File: src/rtl/zed64_vram_pkg.sv
// Shared definitions for the CPU-side video RAM bridge.
//   - CPU memory-map region bases (font, attr, cell)
//   - ram_sel encodings
//   - read FSM state enum
//   - write FIFO entry struct
//   - address decode helpers used by the bridge
package zed64_vram_pkg;

  localparam logic [15:0] FONT_BASE = 16'h7000;
  localparam logic [15:0] ATTR_BASE = 16'h8000;
  localparam logic [15:0] CELL_BASE = 16'hC000;

  typedef enum logic [1:0] {
    SEL_NONE = 2'b00,
    SEL_FONT = 2'b01,
    SEL_ATTR = 2'b10,
    SEL_CELL = 2'b11
  } ram_sel_e;

  typedef enum logic [2:0] {
    ST_IDLE,
    ST_DRAIN,
    ST_ISSUE,
    ST_DATA,
    ST_DONE
  } rd_state_e;

  typedef struct packed {
    logic [1:0]  sel;
    logic [13:0] addr;
    logic [7:0]  data;
  } wr_entry_t;

  function automatic ram_sel_e decode_sel(input logic [15:0] a);
    if (a >= CELL_BASE)      return SEL_CELL;
    else if (a >= ATTR_BASE) return SEL_ATTR;
    else if (a >= FONT_BASE) return SEL_FONT;
    else                     return SEL_NONE;
  endfunction

  // Font RAM is only 4K deep; attr and cell use the low 14 address bits.
  function automatic logic [13:0] decode_addr(input logic [15:0] a);
    if (decode_sel(a) == SEL_FONT) return {2'b00, a[11:0]};
    else                           return a[13:0];
  endfunction

endpackage

File: src/rtl/vram_cpu_port_if.sv
// CPU bus into the video RAM bridge.
//   cpu_addr/cpu_dataw/cpu_wr/cpu_rd : driven by the CPU (master)
//   cpu_datar/cpu_rdy                : driven by the bridge (slave)
interface vram_cpu_port_if;
  logic [15:0] cpu_addr;
  logic [7:0]  cpu_dataw;
  logic        cpu_wr;
  logic        cpu_rd;
  logic [7:0]  cpu_datar;
  logic        cpu_rdy;

  modport master (
    output cpu_addr, cpu_dataw, cpu_wr, cpu_rd,
    input  cpu_datar, cpu_rdy
  );

  modport slave (
    input  cpu_addr, cpu_dataw, cpu_wr, cpu_rd,
    output cpu_datar, cpu_rdy
  );
endinterface

File: src/rtl/vram_wr_fifo.sv
// Synchronous write-buffer FIFO for the video RAM bridge.
//   cpu_clk, act_reset : clock, async active-high reset
//   push, din          : enqueue one entry (ignored when full)
//   pop, dout          : dequeue head entry (ignored when empty); dout shows head
//   full, empty, count : occupancy, count range 0..DEPTH
module vram_wr_fifo
  import zed64_vram_pkg::*;
#(
  parameter int DEPTH = 4
) (
  input  logic      cpu_clk,
  input  logic      act_reset,
  input  logic      push,
  input  wr_entry_t din,
  input  logic      pop,
  output wr_entry_t dout,
  output logic      full,
  output logic      empty,
  output logic [4:0] count
);

  localparam int AW = $clog2(DEPTH);

  wr_entry_t       mem [DEPTH];
  logic [AW-1:0]   wr_ptr;
  logic [AW-1:0]   rd_ptr;
  logic            do_push;
  logic            do_pop;

  assign full    = (count == 5'(DEPTH));
  assign empty   = (count == 5'd0);
  assign do_push = push && !full;
  assign do_pop  = pop && !empty;
  assign dout    = mem[rd_ptr];

  // NOTE: storage is not reset; the count alone decides what is valid,
  // which keeps the array free of reset fan-out.
  always_ff @(posedge cpu_clk) begin
    if (do_push) mem[wr_ptr] <= din;
  end

  // Pointers wrap naturally because DEPTH is a power of two.
  always_ff @(posedge cpu_clk or posedge act_reset) begin
    if (act_reset) begin
      wr_ptr <= '0;
      rd_ptr <= '0;
      count  <= 5'd0;
    end else begin
      if (do_push) wr_ptr <= wr_ptr + AW'(1);
      if (do_pop)  rd_ptr <= rd_ptr + AW'(1);
      case ({do_push, do_pop})
        2'b10:   count <= count + 5'd1;
        2'b01:   count <= count - 5'd1;
        default: count <= count;
      endcase
    end
  end

endmodule

File: src/rtl/vram_cpu_port.sv
// CPU-side (port A) bridge into the video RAMs.
//   cpu_clk, act_reset   : clock, async active-high reset
//   bus (slave)          : CPU address/data/strobes, read data and ready
//   vram_hit             : CPU address falls in 0x7000-0xFFFF
//   vblank_async         : vertical blank from the pixel clock domain
//   blank_only           : restrict write draining to vertical blank
//   ram_sel/addr/wdata   : port-A RAM select, word address, write data
//   ram_we / ram_re      : one-cycle write / read enables
//   ram_rdata            : synchronous RAM read data (one cycle after ram_re)
//   fifo_level           : write buffer occupancy
// Writes are buffered and drained one per cycle; reads wait for every
// earlier write to drain so the CPU always reads back its own data.
module vram_cpu_port
  import zed64_vram_pkg::*;
#(
  parameter int FIFO_DEPTH = 4,
  parameter int RAM_AW     = 14
) (
  input  logic                 cpu_clk,
  input  logic                 act_reset,
  vram_cpu_port_if.slave       bus,
  output logic                 vram_hit,
  input  logic                 vblank_async,
  input  logic                 blank_only,
  output logic [1:0]           ram_sel,
  output logic [RAM_AW-1:0]    ram_addr,
  output logic [7:0]           ram_wdata,
  output logic                 ram_we,
  output logic                 ram_re,
  input  logic [7:0]           ram_rdata,
  output logic [4:0]           fifo_level
);

  rd_state_e   state_q, state_d;
  ram_sel_e    acc_sel;
  logic [13:0] acc_addr;
  logic        vb_m, vb_s;
  logic        fifo_full, fifo_empty;
  logic        push, drain_ok;
  wr_entry_t   fifo_din, fifo_dout;

  assign vram_hit = (bus.cpu_addr[15:12] >= 4'h7);
  assign acc_sel  = decode_sel(bus.cpu_addr);
  assign acc_addr = decode_addr(bus.cpu_addr);

  assign fifo_din = '{sel: acc_sel, addr: acc_addr, data: bus.cpu_dataw};
  // A full FIFO never accepts a push, even when a pop frees a slot the same cycle.
  assign push     = vram_hit && bus.cpu_wr && !fifo_full;
  assign drain_ok = !fifo_empty && (!blank_only || vb_s);

  vram_wr_fifo #(.DEPTH(FIFO_DEPTH)) u_fifo (
    .cpu_clk   (cpu_clk),
    .act_reset (act_reset),
    .push      (push),
    .din       (fifo_din),
    .pop       (drain_ok),
    .dout      (fifo_dout),
    .full      (fifo_full),
    .empty     (fifo_empty),
    .count     (fifo_level)
  );

  // NOTE: sequential state uses non-blocking assignments so every flop
  // samples pre-edge values regardless of block ordering.
  always_ff @(posedge cpu_clk or posedge act_reset) begin
    if (act_reset) begin
      vb_m <= 1'b0;
      vb_s <= 1'b0;
    end else begin
      vb_m <= vblank_async;
      vb_s <= vb_m;
    end
  end

  always_ff @(posedge cpu_clk or posedge act_reset) begin
    if (act_reset) state_q <= ST_IDLE;
    else           state_q <= state_d;
  end

  // NOTE: every output of this block gets a default first so no path
  // leaves a value unassigned (which would infer a latch).
  always_comb begin
    state_d     = state_q;
    bus.cpu_rdy = 1'b0;
    case (state_q)
      ST_IDLE: begin
        bus.cpu_rdy = !(vram_hit && (bus.cpu_rd || (bus.cpu_wr && fifo_full)));
        if (vram_hit && bus.cpu_rd) state_d = fifo_empty ? ST_ISSUE : ST_DRAIN;
      end
      ST_DRAIN: if (fifo_empty) state_d = ST_ISSUE;
      ST_ISSUE: state_d = ST_DATA;
      ST_DATA:  state_d = ST_DONE;
      ST_DONE: begin
        bus.cpu_rdy = 1'b1;
        state_d     = ST_IDLE;
      end
      default:  state_d = ST_IDLE;
    endcase
  end

  // RAM port is fully registered. A drain and a read issue cannot coincide:
  // the read is only issued once the FIFO is empty.
  always_ff @(posedge cpu_clk or posedge act_reset) begin
    if (act_reset) begin
      ram_we        <= 1'b0;
      ram_re        <= 1'b0;
      ram_sel       <= SEL_NONE;
      ram_addr      <= '0;
      ram_wdata     <= 8'h00;
      bus.cpu_datar <= 8'h00;
    end else begin
      ram_we  <= 1'b0;
      ram_re  <= 1'b0;
      ram_sel <= SEL_NONE;
      if (drain_ok) begin
        ram_we    <= 1'b1;
        ram_sel   <= fifo_dout.sel;
        ram_addr  <= RAM_AW'(fifo_dout.addr);
        ram_wdata <= fifo_dout.data;
      end else if (state_d == ST_ISSUE) begin
        ram_re   <= 1'b1;
        ram_sel  <= acc_sel;
        ram_addr <= RAM_AW'(acc_addr);
      end
      if (state_q == ST_DATA) bus.cpu_datar <= ram_rdata;
    end
  end

endmodule
File: src/flat_wrapper.sv
// flat-port wrapper written by rule: the top's interface ports become plain ports
module vram_cpu_port_flat import zed64_vram_pkg::*;
#(
  parameter int FIFO_DEPTH = 4,
  parameter int RAM_AW     = 14
)
  (cpu_clk, act_reset, vram_hit, vblank_async, blank_only, ram_sel, ram_addr, ram_wdata, ram_we, ram_re, ram_rdata, fifo_level, bus_cpu_addr, bus_cpu_dataw, bus_cpu_wr, bus_cpu_rd, bus_cpu_datar, bus_cpu_rdy);
  vram_cpu_port_if bus_i ();
  input  logic cpu_clk;
  input  logic act_reset;
  output logic vram_hit;
  input  logic vblank_async;
  input  logic blank_only;
  output logic [1:0] ram_sel;
  output logic [RAM_AW-1:0] ram_addr;
  output logic [7:0] ram_wdata;
  output logic ram_we;
  output logic ram_re;
  input  logic [7:0] ram_rdata;
  output logic [4:0] fifo_level;
  input wire logic [$bits(bus_i.cpu_addr)-1:0] bus_cpu_addr;
  input wire logic [$bits(bus_i.cpu_dataw)-1:0] bus_cpu_dataw;
  input wire logic [$bits(bus_i.cpu_wr)-1:0] bus_cpu_wr;
  input wire logic [$bits(bus_i.cpu_rd)-1:0] bus_cpu_rd;
  output wire logic [$bits(bus_i.cpu_datar)-1:0] bus_cpu_datar;
  output wire logic [$bits(bus_i.cpu_rdy)-1:0] bus_cpu_rdy;
  assign bus_i.cpu_addr = bus_cpu_addr;
  assign bus_i.cpu_dataw = bus_cpu_dataw;
  assign bus_i.cpu_wr = bus_cpu_wr;
  assign bus_i.cpu_rd = bus_cpu_rd;
  assign bus_cpu_datar = bus_i.cpu_datar;
  assign bus_cpu_rdy = bus_i.cpu_rdy;
  vram_cpu_port #(.FIFO_DEPTH(FIFO_DEPTH), .RAM_AW(RAM_AW)) u_core (.cpu_clk(cpu_clk), .act_reset(act_reset), .bus(bus_i), .vram_hit(vram_hit), .vblank_async(vblank_async), .blank_only(blank_only), .ram_sel(ram_sel), .ram_addr(ram_addr), .ram_wdata(ram_wdata), .ram_we(ram_we), .ram_re(ram_re), .ram_rdata(ram_rdata), .fifo_level(fifo_level));
endmodule
File: config.mk
export PLATFORM = sky130hd
export DESIGN_NAME = vram_cpu_port_flat
export DESIGN_NICKNAME = d
export VERILOG_FILES = /design/src/rtl/zed64_vram_pkg.sv /design/src/rtl/vram_cpu_port_if.sv /design/src/rtl/vram_wr_fifo.sv /design/src/rtl/vram_cpu_port.sv /design/src/flat_wrapper.sv
export SDC_FILE = /design/constraint.sdc
export NUM_CORES = 1
export LEC_CHECK = 0
export ABC_AREA = 1
export CAP_MARGIN = 10
export CORE_MARGIN = 10
export CORE_UTILIZATION = 30
export DETAILED_ROUTE_END_ITERATION = 8
export HOLD_SLACK_MARGIN = 0.15
export PLACE_DENSITY = 0.59
export SLEW_MARGIN = 20
export SYNTH_ARGS = -nofsm -noshare
export SYNTH_HDL_FRONTEND = slang
export SYNTH_SLANG_ARGS = --single-unit
File: constraint.sdc
create_clock -name cpu_clk -period 7.2 [get_ports cpu_clk]
set_clock_uncertainty 0.1 [all_clocks]
set_input_delay 2.16 -clock cpu_clk [delete_from_list [all_inputs] [get_ports cpu_clk]]
set_output_delay 2.16 -clock cpu_clk [all_outputs]
set_load 0.005 [all_outputs]
==> results.md <==
- Nets: 674
- Overflow after GRT: 0
- Drt first-iter violations: 279
- Crit path time final: 6230 ps
- Crit-path max cell delay: 550 ps
- Synth area leaders: edfxtp_1 47%, dfrtp_1 20%, nand2_1 11%
- Commonest cells in the netlist: 180 x nand2_1, 96 x edfxtp_1, 48 x dfrtp_1
- Filler cells: 1856
- Routed Antenna Nets: 0
- Dpl cells: 873
- IO Port Bufs: 78
- DR DRC count: 0
- Final setup violating endpoints: 0
- Via count: 4126
- Chip height: 162 um
- WS Path Type: input port to output port
- Total GRT Usage: 11.0%
- I/O Pins: 79
- Crit path required time: 4940 ps
- Initial antenna violation count: 0
- Worst vdd ir: 189 uV
- Max-cap violations: 0
- Layout cells sized above 1: 8.75%
- Drt total wl: 14500 um
- Area Overhead vs Synth: 26.4%
- Post-synth top area cell: edfxtp_1
- Worst-Margin Slew: 1030 ps
- Cts repair resizes: 0
- GPL Wtd Cong: 0.779
- Final instance area: 7680 um2
- Router iterations before antenna repair: 6
- Maximum number of pins on one net before global-route repair: 53
- CTS Buf Count: 17
- Clock Path Buffers: 2
- H-tree levels: 4
- Max_slew headroom: 31.3%
- FMAX: 0.161 GHz
- CP Max Fanout: 8
- Final Slew Violations: 0
- First-pass GRT wire length: 22800 um
- Final cycle utilization of the critical path: 86.5%
- Crit path buf inv count: 3
- Mapped Cells: 549
- # diodes: 0
- Die Wd: 162 um
- Routed len/inst: 16.0 um
- Skew-Pair Late Insertion Delay: 420 ps
- Hold buffer count at cts: 0
- Yosys warning count: 0
- WP data arrival: 3970 ps
- Post-layout util: 38.9%
- Crit path max-delay family: buffers and inverters
- Yosys top cell area share: 47.5%
- Final hold vios: 0
- Post-synth EDFFs: 96
- Leakage: 3.06 nW
- Post-route setup TNS: 0 ps
- Crit path cell chain: clkdlybuf4s50_1 -> inv_1 -> nand2_1 -> nand2_1 -> o21ai_0 -> a21oi_1 -> clkdlybuf4s50_1
- Critical path capture point type: output port
- Core region area: 19700 um2
- Vias in the first global route: 4194
- Hold crit path type: register to register
- Run status: finished, final reports clean
- Hold Worst Slack: 250 ps
- Post CTS Setup Buffer Count: 0
- Die Footprint: 26300 um2
- DP HPWL: 9610 um
- Non-Filler Instances: 905
- Mean Syn Cell Area: 11.1 um2
- Most frequent cell after synthesis: nand2_1
- Initial core utilization: 30.8%
- CTS tree: yes
- Sequential area share after synthesis: 67.2%
- Slowest cell on the critical path: clkdlybuf4s50_1
- Clk sink count: 144
- Row count: 51
- Post-Syn Area: 6070 um2
- #FFs+latches synth: 144
- Vias per cell: 4.56
- Root Driver: clkbuf_16
- Total power density per cell area: 408 nW/um2
- Synth Flop Type: edfxtp_1
- Clock Pin Slew Worst Setup and Hold Paths: 60 ps
- Post-Syn Nets: 596
- Critical Path Source Type: input port
- Post-Place Cell Area: 7060 um2
- Netlist cell types: 36
- Fraction of registers with async set/reset: 33.3%
- RSZ-0062 raised after global routing: false
## sequential cells by signal, indices dropped and copies added (netlist names)
| signal | count |
|---|---|
| u_core.bus.cpu_datar | 8 |
| u_core.u_fifo.mem | 96 |
| u_core.vb_m | 1 |
| u_core.ram_addr | 14 |
| u_core.ram_wdata | 8 |
| u_core.u_fifo.rd_ptr | 2 |
| u_core.u_fifo.wr_ptr | 2 |
| u_core.ram_sel | 2 |
| u_core.ram_we | 1 |
| u_core.ram_re | 1 |
| u_core.vb_s | 1 |
| u_core.state_q | 3 |
| u_core.u_fifo.count | 5 |
## cell families after synthesis
logic type / Yosys count / share of synthesized area [%]
buffers and inverters: 56 / 4.86
AOI/OAI and AO/OA: 60 / 5.62
and+or+nand+nor: 275 / 19.6
DFF: 144 / 67.2
xor gates and xnor gates: 5 / 0.721
adders and majority gates: 9 / 1.98
## per-stage QoR
step / total power, mW / worst slack, ps
global route: 3.35 / 886
detailed placement: 2.26 / 996
finish: 3.13 / 975
floorplan: 1.82 / 2140
CTS: 3.17 / 992
global placement: 2.22 / 1110
## layout make-up
class                   instances  area, um2  area share (%)
clock buffers                  20        457            5.95
clock inverters                12        158            2.05
inverters                      31        118            1.53
multi-input cells             349       1700            22.2
flip-flops and latches        144       4080            53.2
well taps                     265        332            4.32
repair buffers                 84        826            10.8
## per-layer routing
layer	track usage (%)	part of all wire (%)
met5	0	0
met4	2.27	0.40
met1	13.4	45
met3	3.72	6.0
met2	18.4	49
## where the power goes
part / internal, mW / switching, mW
logic: 0.441 / 0.583
registers: 1.08 / 0.125
clock network: 0.565 / 0.334
total: 2.09 / 1.04
## worst paths after layout
kind	start	to	slack, ps	cells after the start
worst max-delay path	bus_cpu_addr[15]	bus_cpu_rdy	970	7
worst min-delay path	u_core.vb_m	u_core.vb_s	250	0
worst max register to register	u_core.u_fifo.count[1]	u_core.u_fifo.count[4]	4360	15
worst min register to register	u_core.vb_m	u_core.vb_s	250	0
max in group asynchronous	act_reset	u_core.u_fifo.count[3]	4350	2
min in group asynchronous	act_reset	u_core.ram_addr[1]	2110	2
## placed cells by master (no fill, tap or decap), types with 3 or more instances in the layout
| master | n |
|---|---|
| nor2_1 | 36 |
| nand4_1 | 15 |
| nand2_1 | 180 |
| inv_1 | 28 |
| o21ai_1 | 5 |
| nand3_1 | 29 |
| clkinvlp_4 | 3 |
| edfxtp_1 | 96 |
| xor2_1 | 3 |
| nor2_2 | 5 |
| clkbuf_16 | 17 |
| clkdlybuf4s50_1 | 78 |
| bufinv_16 | 3 |
| o22ai_1 | 10 |
| o21ai_0 | 36 |
| dfrtp_1 | 48 |
| a21oi_1 | 4 |
| clkinv_2 | 3 |
| ha_1 | 8 |
| buf_4 | 6 |
Power figures use the tool's default switching activity.
